## src/rtl/run_monitor.sv

```systemverilog
// run_monitor: sequences a processor run (reset, run, drain) and records
// cycle/write statistics until QUIT_STATE or the watchdog ends it.
module run_monitor #(
    parameter int              DW           = 16,
    parameter int              AW           = 16,
    parameter int              SW           = 5,
    parameter logic [SW-1:0]   QUIT_STATE   = SW'(18),
    parameter int              RESET_CYCLES = 1,
    parameter int              TIMEOUT      = 100000,
    parameter int              CW           = 32
) (
    input  logic          clk,
    input  logic          reset,
    input  logic          start,
    input  logic [SW-1:0] ctrl_state,
    input  logic [AW-1:0] addr,
    input  logic [DW-1:0] proc_dout,
    input  logic          we,
    output logic          proc_reset,
    output logic          busy,
    output logic          done,
    output logic          timed_out,
    output logic [CW-1:0] cycle_count,
    output logic [CW-1:0] write_count,
    output logic [AW-1:0] last_wr_addr,
    output logic [DW-1:0] last_wr_data
);
    localparam int RCW = RESET_CYCLES > 1 ? $clog2(RESET_CYCLES) : 1;
    localparam logic [CW-1:0] ONES = '1;
    localparam logic [CW-1:0] TLIM = CW'(TIMEOUT - 1);

    typedef enum logic [2:0] {IDLE, RST, RUN, DRAIN, DONE, TOUT} state_t;

    state_t         state_q, state_d;
    logic [RCW-1:0] rcnt_q, rcnt_d;
    logic [CW-1:0]  cyc_q, cyc_d, wr_q, wr_d;
    logic [AW-1:0]  addr_q, addr_d;
    logic [DW-1:0]  data_q, data_d;

    always_ff @(posedge clk or posedge reset) begin
        if (reset) begin
            state_q <= IDLE;
            rcnt_q  <= '0;
            cyc_q   <= '0;
            wr_q    <= '0;
            addr_q  <= '0;
            data_q  <= '0;
        end else begin
            state_q <= state_d;
            rcnt_q  <= rcnt_d;
            cyc_q   <= cyc_d;
            wr_q    <= wr_d;
            addr_q  <= addr_d;
            data_q  <= data_d;
        end
    end

    always_comb begin
        state_d = state_q;
        rcnt_d  = rcnt_q;
        cyc_d   = cyc_q;
        wr_d    = wr_q;
        addr_d  = addr_q;
        data_d  = data_q;
        // the QUIT cycle and the drain cycle are both counted like ordinary run cycles
        if (state_q == RUN || state_q == DRAIN) begin
            cyc_d = cyc_q == ONES ? cyc_q : cyc_q + CW'(1);
            if (we) begin
                wr_d   = wr_q == ONES ? wr_q : wr_q + CW'(1);
                addr_d = addr;
                data_d = proc_dout;
            end
        end
        case (state_q)
            IDLE, DONE, TOUT: if (start) begin
                state_d = RST;
                rcnt_d  = RCW'(RESET_CYCLES - 1);
                cyc_d   = '0;
                wr_d    = '0;
                addr_d  = '0;
                data_d  = '0;
            end
            RST:     if (rcnt_q == '0) state_d = RUN;
                     else rcnt_d = rcnt_q - RCW'(1);
            RUN:     state_d = ctrl_state == QUIT_STATE ? DRAIN : cyc_q == TLIM ? TOUT : RUN;
            DRAIN:   state_d = DONE;
            default: state_d = IDLE;
        endcase
    end

    assign proc_reset   = state_q == IDLE || state_q == RST || state_q == TOUT;
    assign busy         = state_q == RST || state_q == RUN || state_q == DRAIN;
    assign done         = state_q == DONE;
    assign timed_out    = state_q == TOUT;
    assign cycle_count  = cyc_q;
    assign write_count  = wr_q;
    assign last_wr_addr = addr_q;
    assign last_wr_data = data_q;
endmodule

```

## config.mk

```make
export PLATFORM = sky130hd
export DESIGN_NAME = run_monitor
export DESIGN_NICKNAME = d
export VERILOG_FILES = /design/src/rtl/run_monitor.sv
export SDC_FILE = /design/constraint.sdc
export NUM_CORES = 1
export LEC_CHECK = 0
export ABC_AREA = 0
export CORE_MARGIN = 2
export CORE_UTILIZATION = 33
export CTS_BUF_LIST = sky130_fd_sc_hd__clkbuf_16
export DETAILED_ROUTE_END_ITERATION = 16
export PLACE_DENSITY = 0.54
export SLEW_MARGIN = 20
export SYNTH_ARGS = -nofsm -noshare
export SYNTH_HDL_FRONTEND = slang
export SYNTH_SLANG_ARGS = --single-unit
```

## constraint.sdc

```tcl
create_clock -name clk -period 3.8 [get_ports clk]
set_input_delay 0.57 -clock clk [delete_from_list [all_inputs] [get_ports clk]]
set_output_delay 0.57 -clock clk [all_outputs]
set_load 0.01 [all_outputs]
```

==> metrics.md <==
| Metric | Value |
|---|---|
| HPWL Detailed | `~10,000 µm` |
| Data arrival, critical path | `between 2000 and 3000 ps` |
| Peak VDD IR | `about 0.00036 V` |
| Post-place setup slack | `between 700 and 800 ps` |
| Resized cells post-CTS | `0` |
| Clk slew on worst S/H paths | `70 ps` |
| Max-slew violations | `0` |
| Most frequent cell after synthesis | `nand2_1` |
| Post-Synthesis Cells | `roughly 580` |
| Starting Density | `approximately 34%` |
| Syn nets | `between 600 and 700` |
| CTS Buf Count | `9` |
| Critical Path Fanout Max | `22` |
| Sequential share of the synthesized area | `between 40% and 50%` |
| Die Ht | `129 µm` |
| # IOs | `about 140` |
| Placed cell count | `around 900` |
| Max_cap viols | `0` |
| RSZ-0062 raised after global routing | `false` |
| Fin Setup TNS | `0 ps` |
| First-pass GRT wire length | `23,900 µm` |
| Fmax | `378 MHz` |
| Yosys cell types | `55` |
| Final Power | `between 3 and 4 mW` |
| Fin nets | `around 750` |
| Vias | `4,981` |
| Post-synth EDFFs | `0` |
| Fin crit share | `~70%` |
| Yosys warns | `0` |
| Largest net degree at the start of global routing | `64` |
| Drt via density | `between 5 and 6` |
| Area Overhead vs Synth | `36.5%` |
| Die area | `around 17,000 µm²` |
| Number of global-route vias before repair | `roughly 4.7k` |
| Hold-fix buffers, CTS | `0` |
| PnR worst setup slack | `between 1000 and 1500 ps` |
| Synth area leaders | `dfrtp_1 (48%), nand2_1 (7.5%), a21oi_1 (7.0%)` |
| Worst setup SP type | `input port` |
| H-Tree Depth | `3` |
| Yosys top cell by area | `dfrtp_1` |
| Residual DRC | `0` |
| 1st-iter DRT viols | `370` |
| Slew margin rel. | `29.3%` |
| CP Capture Type | `flip-flop` |
| Die width | `between 100 and 150 µm` |
| Clock buffer depth | `2` |
| Layout cell share with drive strength beyond 1 | `6.51%` |
| PortBufs | `140` |
| CTS tree | `done` |
| Initial antenna violation count | `0` |
| Root Buffer | `clkbuf_16` |
| GRT Overall Usage | `between 15 and 20%` |
| Post-synth ARST share | `100%` |
| Hold WS | `around 520 ps` |
| Cell area after layout | `7060 µm²` |
| Ant. Diodes | `0` |
| Grt total ovfl | `0` |
| Drt pass-1 iters | `5` |
| List of most frequent post-synthesis cells | `nand2_1 (104), dfrtp_1 (99), a21oi_1 (72)` |
| PwrDens | `about 520 nW/µm²` |
| Layout Skew | `roughly 6.0 ps` |
| Wire per inst | `approximately 16 µm` |
| Post-synth top area share | `a little under half` |
| Skew-Pair Late Insertion Delay | `between 300 and 400 ps` |
| Clock sink count | `99` |
| Area after DPL | `6750 µm²` |
| Setup Buffers After CTS | `0` |
| Routed wire length | `about 15,000 µm` |
| Mapped Avg Cell Area | `just under 9 µm²` |
| CORE AREA | `approximately 15,000 µm²` |
| Fin util | `between 40% and 50%` |
| P_leak | `2.71 nW` |
| Synthesized area | `roughly 5200 µm²` |
| Final cell count without fillers | `918` |
| Hold crit path type | `flip-flop to flip-flop` |
| #FFs+latches synth | `slightly below 100` |
| Post-synth top flop | `dfrtp_1` |
| Final ANT Viol Nets | `0` |
| Routability cong. | `0.835` |
| Worst EP required | `~4100 ps` |
| Setup CP Type | `input port to flip-flop` |
| Worst Max-Slew Pin Slew | `about 1100 ps` |
| Final Setup Violations | `0` |
| Status | `finished clean` |
| Min cycle time layout | `approximately 2600 ps` |
| Row cnt | `45` |
| Final Hold Fails | `0` |
placed cells by master, fill, tap and decap left out, types with 13 or more instances in the layout:
master / synthesis / routed
nand2_1: 104 / 104
nand3_1: 25 / 25
a21oi_1: 72 / 72
nor2_1: 17 / 17
o211ai_1: 14 / 14
or4_1: 13 / 13
nand4_1: 17 / 17
o21ai_0: 34 / 34
dfrtp_1: 99 / 99
o31ai_1: 17 / 17
clkdlybuf4s50_1: 0 / 140
or3_1: 29 / 29
worst paths after layout:
check | slack, ps | depth (start not counted) | start | end
min in group asynchronous | 730 | 2 | reset | last_wr_data[2]
max | 1150 | 6 | we | write_count[29]
min reg2reg | 520 | 2 | last_wr_data[6] | last_wr_data[6]
max in group asynchronous | 2270 | 3 | reset | write_count[2]
max reg2reg | 1200 | 7 | cycle_count[0] | cycle_count[4]
min | 520 | 2 | last_wr_data[6] | last_wr_data[6]
power breakdown:
part | switching [mW] | internal (mW)
combinational | 0.641 | 0.604
clock | 0.407 | 0.570
sequential | 0.175 | 1.27
total | 1.22 | 2.44
routing by layer:
| metal | GRT usage (%) | share of wire [%] |
|---|---|---|
| met5 | 0 | 0 |
| met4 | 4.48 | 1.2 |
| met3 | 7.35 | 9.0 |
| met2 | 28.6 | 47 |
| met1 | 22.8 | 43 |
area by class of cell:
cell class | instances | area (µm²)
clock inverter | 7 | 85.1
tap | 211 | 264
inverter | 9 | 36.3
timing repair buffer | 149 | 1490
sequential | 99 | 2480
clock buffer | 9 | 225
fill | 1481 | 8200
multi-input combinational | 434 | 2480
kinds of logic (layout without fill, tap and decap cells):
group | Yosys count | after routing | share of synthesized area (%)
DFF | 99 | 99 | 47.9
xor gates and xnor gates | 4 | 4 | 0.677
muxes | 3 | 3 | 0.581
and+or+nand+nor | 267 | 267 | 27.9
buffers and inverters | 46 | 174 | 4.50
adders and majority gates | 2 | 2 | 0.484
AOI/OAI and AO/OA | 158 | 158 | 17.9
flip-flops by register name (all words and copies together), names as in the netlist:
name / count
last_wr_data: 16
cycle_count: 32
state_q: 3
last_wr_addr: 16
write_count: 32
critical path, stage by stage:
cell,delay (ps)
clkdlybuf4s50_1,570
nand3b_4,100
or4_1,510
a41o_1,430
or4_1,580
a21oi_1,150
Note: power is estimated with default switching activity, not from simulation.
